--- config.mk ---
export PLATFORM = sky130hd
export DESIGN_NAME = datapath
export DESIGN_NICKNAME = d
export VERILOG_FILES = /design/src/rtl/datapath.sv
export SDC_FILE = /design/constraint.sdc
export NUM_CORES = 1
export LEC_CHECK = 0
export CORE_MARGIN = 4
export CORE_UTILIZATION = 50
export CTS_CLUSTER_DIAMETER = 120
export CTS_CLUSTER_SIZE = 20
export DETAILED_ROUTE_END_ITERATION = 6
export PLACE_DENSITY = 0.75
export SETUP_SLACK_MARGIN = 0.15
export SLEW_MARGIN = 20
export SYNTH_ARGS = -nofsm -noshare
export SYNTH_HDL_FRONTEND = slang
export SYNTH_SLANG_ARGS = --single-unit
--- constraint.sdc ---
create_clock -name clk -period 4.3 [get_ports clk]
set_clock_uncertainty 0.2 [all_clocks]
set_input_delay 0.86 -clock clk [delete_from_list [all_inputs] [get_ports clk]]
set_output_delay 0.86 -clock clk [all_outputs]
set_load 0.02 [all_outputs]
--- src/rtl/datapath.sv ---
`default_nettype none
// +----------------------------------------------------------------------+
// | Module      : datapath                                               |
// | Description : Accumulator-machine datapath: PC, MAR, MDR, IR, ACC    |
// |               with a two-function ALU and an async-read memory port. |
// | Revision    : 1.0 - initial release                                  |
// +----------------------------------------------------------------------+
module datapath #(
  parameter int d_width    = 16,
  parameter int addr_width = 8
) (
  input  logic                  clk,
  input  logic                  rst,
  input  logic                  muxPC,
  input  logic                  muxMAR,
  input  logic                  muxACC,
  input  logic                  loadPC,
  input  logic                  loadMAR,
  input  logic                  loadMDR,
  input  logic                  loadIR,
  input  logic                  loadACC,
  input  logic                  opALU,
  input  logic                  MemRW,
  output logic [addr_width-1:0] opcode,
  output logic                  zflag,
  output logic [addr_width-1:0] mem_addr,
  output logic [d_width-1:0]    mem_wdata,
  input  logic [d_width-1:0]    mem_rdata,
  output logic                  mem_we
);

  localparam logic [addr_width-1:0] c_pcOne = {{(addr_width-1){1'b0}}, 1'b1};

  logic [addr_width-1:0] r_pc;
  logic [addr_width-1:0] r_mar;
  logic [d_width-1:0]    r_mdr;
  logic [d_width-1:0]    r_ir;
  logic [d_width-1:0]    r_acc;

  logic [addr_width-1:0] w_irAddr;
  logic [addr_width-1:0] w_pcNext;
  logic [addr_width-1:0] w_marNext;
  logic [d_width-1:0]    w_alu;
  logic [d_width-1:0]    w_accNext;

  // All next-state values come from pre-edge register contents, so any mix
  // of load enables in one cycle behaves as independent parallel transfers.
  assign w_irAddr  = r_ir[addr_width-1:0];
  assign w_pcNext  = muxPC  ? w_irAddr : (r_pc + c_pcOne);
  assign w_marNext = muxMAR ? w_irAddr : r_pc;
  assign w_alu     = opALU  ? (r_acc + r_mdr) : (r_acc | r_mdr);
  assign w_accNext = muxACC ? r_mdr : w_alu;

  always_ff @(posedge clk) begin
    if (rst) begin
      r_pc  <= '0;
      r_mar <= '0;
      r_mdr <= '0;
      r_ir  <= '0;
      r_acc <= '0;
    end else begin
      if (loadPC)  r_pc  <= w_pcNext;
      if (loadMAR) r_mar <= w_marNext;
      if (loadMDR) r_mdr <= mem_rdata;
      if (loadIR)  r_ir  <= r_mdr;
      if (loadACC) r_acc <= w_accNext;
    end
  end

  // The opcode is the upper byte of the instruction word.
  assign opcode    = r_ir[d_width-1 -: addr_width];
  assign zflag     = (r_acc == '0);
  assign mem_addr  = r_mar;
  assign mem_wdata = r_acc;
  assign mem_we    = MemRW;

endmodule
`default_nettype wire

* After elaboration in Yosys (flattened, before gate mapping)
Index checks and enable logic that the tools add are counted.
Storage, ports and cells: flip-flop bits (word level) 64, bits of input ports 28, output and inout bits 34, memories kept 0, RAM bits 0, bits in read-only memories 0, logic and storage cells 13, latch bits 0
Operators by class: div/mod/pow operators 0, $add $sub $neg 2, multiply operators 0, shift operators 0, order comparisons 0, equal/unequal tests 0, reduce and logical (&&, ||, !) cells 1, muxes and demuxes 4, bitwise operators 1
Operators by type and width (number):
- two-way mux 16 bit | 2
- adder 16 bit | 1
- zero test 16 bit | 1
- two-way mux 8 bit | 2
- bitwise OR 16 bit | 1
- adder 8 x 1 -> 8 bit, second input constant | 1

* Depth between registers and ports, before layout
depth in word-level cells 3, gate-level depth with buffers 8, mapped depth without buffers 7

* Least setup slack after synthesis
Ideal clock, no wire load.
path type register to register, from register r_acc[8] (netlist: mem_wdata[8]), to register r_acc[11] (netlist: mem_wdata[11]), setup time 59 ps, cell stages (with the launch flop) 8, arrival 2200 ps, path slack 1842 ps, cell sequence dfxtp_1 inv_1 ha_1 a21o_4 a31oi_4 mux2_4 a2111oi_2 a31o_1
On the way: cells in the longest elaborated chain, start to end 3
Ends and longest elaborated chain:
- from (decl) | RTL line 38 | logic [d_width-1:0] r_acc;
- from (signal assigned) | RTL line 66 | if (loadACC) r_acc <= w_accNext;
- adder 16 bit | RTL line 51 | assign w_alu = opALU ? (r_acc + r_mdr) : (r_acc | r_mdr);
- two-way mux 16 bit | RTL line 51
- two-way mux 16 bit | RTL line 52 | assign w_accNext = muxACC ? r_mdr : w_alu;
No other way between the ends. A chain may end at the register's enable or synchronous reset.

* Worst setup path in the final report
from register r_acc[10] (netlist: mem_wdata[10]), to output zflag
On the way: cells in the longest elaborated chain, start to end 1
Ends and longest elaborated chain:
- zero test 16 bit | RTL line 72 | assign zflag = (r_acc == '0);
- to (decl) | RTL line 25 | output logic zflag,
No other way between the ends.

==> metrics.txt <==
critical path launch point type flop; RSZ-0062 raised after global routing no; Via density 5.80; Leak Pwr 2.06 nW; slew of the pin with the lowest slew margin 1.06 ns; run status finished clean; Iteration-0 DRC Markers 160; # clock sinks 64; nets@finish 587; number of global-route vias before repair 3667; Worst Path Required 3.24 ns; area growth from synthesis to layout 19.8%; antenna violations before repair 1; CTS Buffer Depth 2; fin crit share 72.6%; final setup TNS 0 ns; Total Wirelength 10100 um; share of post-route cells with drive strength above 1 6.21%; Hold Buf Count CTS 0; first-pass GRT wire length 17500 um; fmax 320 MHz; CTS resizes 0; post-synthesis cell type count 65; synthesized area per cell 8.41 um^2; share of the synthesized area in the top cell type 31.2%; DRC viols 0; Ant. Diodes 0; fin area 4920 um^2; top cells by area, synth dfxtp_1 31%, mux2i_1 12%, ha_1 9.8%; Syn Inst Count 488; leading area contributor after synthesis dfxtp_1; critical-path cell list nor4_1 > and4_1 > clkdlybuf4s50_1; worst relative slew slack 29.4%; CTS buffer count 9; total congestion overflow 0; H-tree depth 3; Max VDD drop 0.000166 V; DP Area 4670 um^2; die height 98.6 um; die area 9730 um^2; register area share after synthesis 31.2%; Initial Utilization 52.3%; syn_nets 549; Die W 98.6 um; Clk pin slew, worst setup/hold paths 0.08 ns; DP Worst Slack 1.10 ns; HP Class flop to flop; Final Max Slew Viols 0; Vias 3669; # placed instances 617; Top FF cell, synth dfxtp_1; P per Cell Area 330 nW/um^2; Crit path buffers/inverters 1; antenna-violating nets left 0; # IOs 62; largest net degree at the start of global routing 41; critical path's slowest cell clkdlybuf4s50_1; ys async rst share 0%; Port Buf Inserts 59; element type at the critical path end output pin; fin cells 633; Syn. warnings 0; CTS tree yes; TritonRoute pass-1 iters 4; setup bufs post-CTS 0; Hold Violations, Final 0; arrival time at the worst endpoint 2.06 ns; root buffer cell clkbuf_8; worst setup margin 1.18 ns; site row count 32; Mapped Area 4110 um^2; GRT Resource Usage Total 21.7%; Synth Register Bits 64; minimum clock period 3.12 ns; Max-cap violations 0; setup violators final 0; EDFF count, synth 0; CP delay by family, top simple AND/OR/NAND/NOR gates; crit path max fanout 5; HPWL after DPL 7390 um; synth cell count leaders 68 x nor2_1, 64 x dfxtp_1, 51 x mux2i_1; Placeable Area 7850 um^2; routed wire length per instance 16.0 um; Crit Path Category flop to output pin; worst-skew pair later-pin latency 0.34 ns; count leader, synth nor2_1; Worst path max stage delay 0.60 ns; RD Place Congestion 0.874
## stage by stage
step / power [mW] / util, % / hold WS [ns]
final: 1.62 / 62.7 / 0.292
after global routing: 1.70 / 62.7 / 0.334
after CTS: 1.63 / 62.7 / 0.299
after detailed placement: 0.979 / 59.5 / 0.291
after global placement: 0.968 / 59.5 / 0.272
after floorplan: 0.872 / - / 0.262
## where the power goes
part / internal (mW) / leakage (nW) / total, mW / switching (mW)
logic: 0.142 / 1.41 / 0.307 / 0.165
clock network: 0.404 / 0.123 / 0.657 / 0.253
registers: 0.623 / 0.524 / 0.660 / 0.0370
total: 1.17 / 2.06 / 1.62 / 0.455
## worst register-to-register path, stage by stage, from the launching register on
cell and delay (ns):
dfxtp_1 0.36, ha_1 0.24, fa_1 0.43, a211oi_1 0.45, o21ai_0 0.28, a31oi_1 0.39
xor2_1 0.11, a311oi_1 0.28
## flip-flops by register name (all words and copies together), names as in the netlist
name and flops:
mem_wdata 16, r_ir 16, r_mdr 16, mem_addr 8, r_pc 8
## cell families (layout without fill, tap and decap cells)
group	Yosys count	in the layout	synth area share, %
AND/OR/NAND/NOR	161	161	19.3
buffers and inverters	71	114	7.65
AO/OA/AOI/OAI	105	105	18.4
flip-flops	64	64	31.2
XOR/XNOR	2	2	0.427
adder cells (fa/ha/maj)	33	33	10.2
multiplexers	52	52	12.8
## routing by layer
metal / track usage (%) / vias to the layer above / wire, um
met5: 0 / - / 20
met4: 8.40 / 2 / 164
met3: 3.89 / 16 / 481
met2: 37.4 / 99 / 4940
met1: 26.9 / 1752 / 4540
li1: - / 1800 / -
## area by class of cell
type                            instances  area, um^2
Fill cell                             715        2930
Multi-Input combinational cell        353        2510
Inverter                               35         131
Tap cell                              102         128
Clock inverter                          6         115
Sequential cell                        64        1280
Timing Repair Buffer                   63         616
Clock buffer                           10         138
## placed cells by master (no fill, tap or decap), types with 16 or more instances in the layout
cell / netlist / final
a211oi_1: 17 / 17
dfxtp_1: 64 / 64
nand2_1: 23 / 23
o21ai_0: 22 / 22
nor2_1: 68 / 68
ha_1: 32 / 32
a21oi_1: 16 / 16
mux2i_1: 51 / 51
clkdlybuf4s50_1: 0 / 58
inv_1: 35 / 35
## path summary, 6_finish.rpt
path	end	slack, ns	depth (start not counted)	startpoint
min reg2reg	mem_addr[5]$_SDFFE_PP0P_	0.29	2	mem_addr[5]$_SDFFE_PP0P_
max	zflag	1.18	3	mem_wdata[10]$_SDFFE_PP0P_
min	mem_addr[5]$_SDFFE_PP0P_	0.29	2	mem_addr[5]$_SDFFE_PP0P_
max reg2reg	mem_wdata[8]$_SDFFE_PP0P_	1.46	7	mem_wdata[0]$_SDFFE_PP0P_
Note: power is estimated with default switching activity, not from simulation.
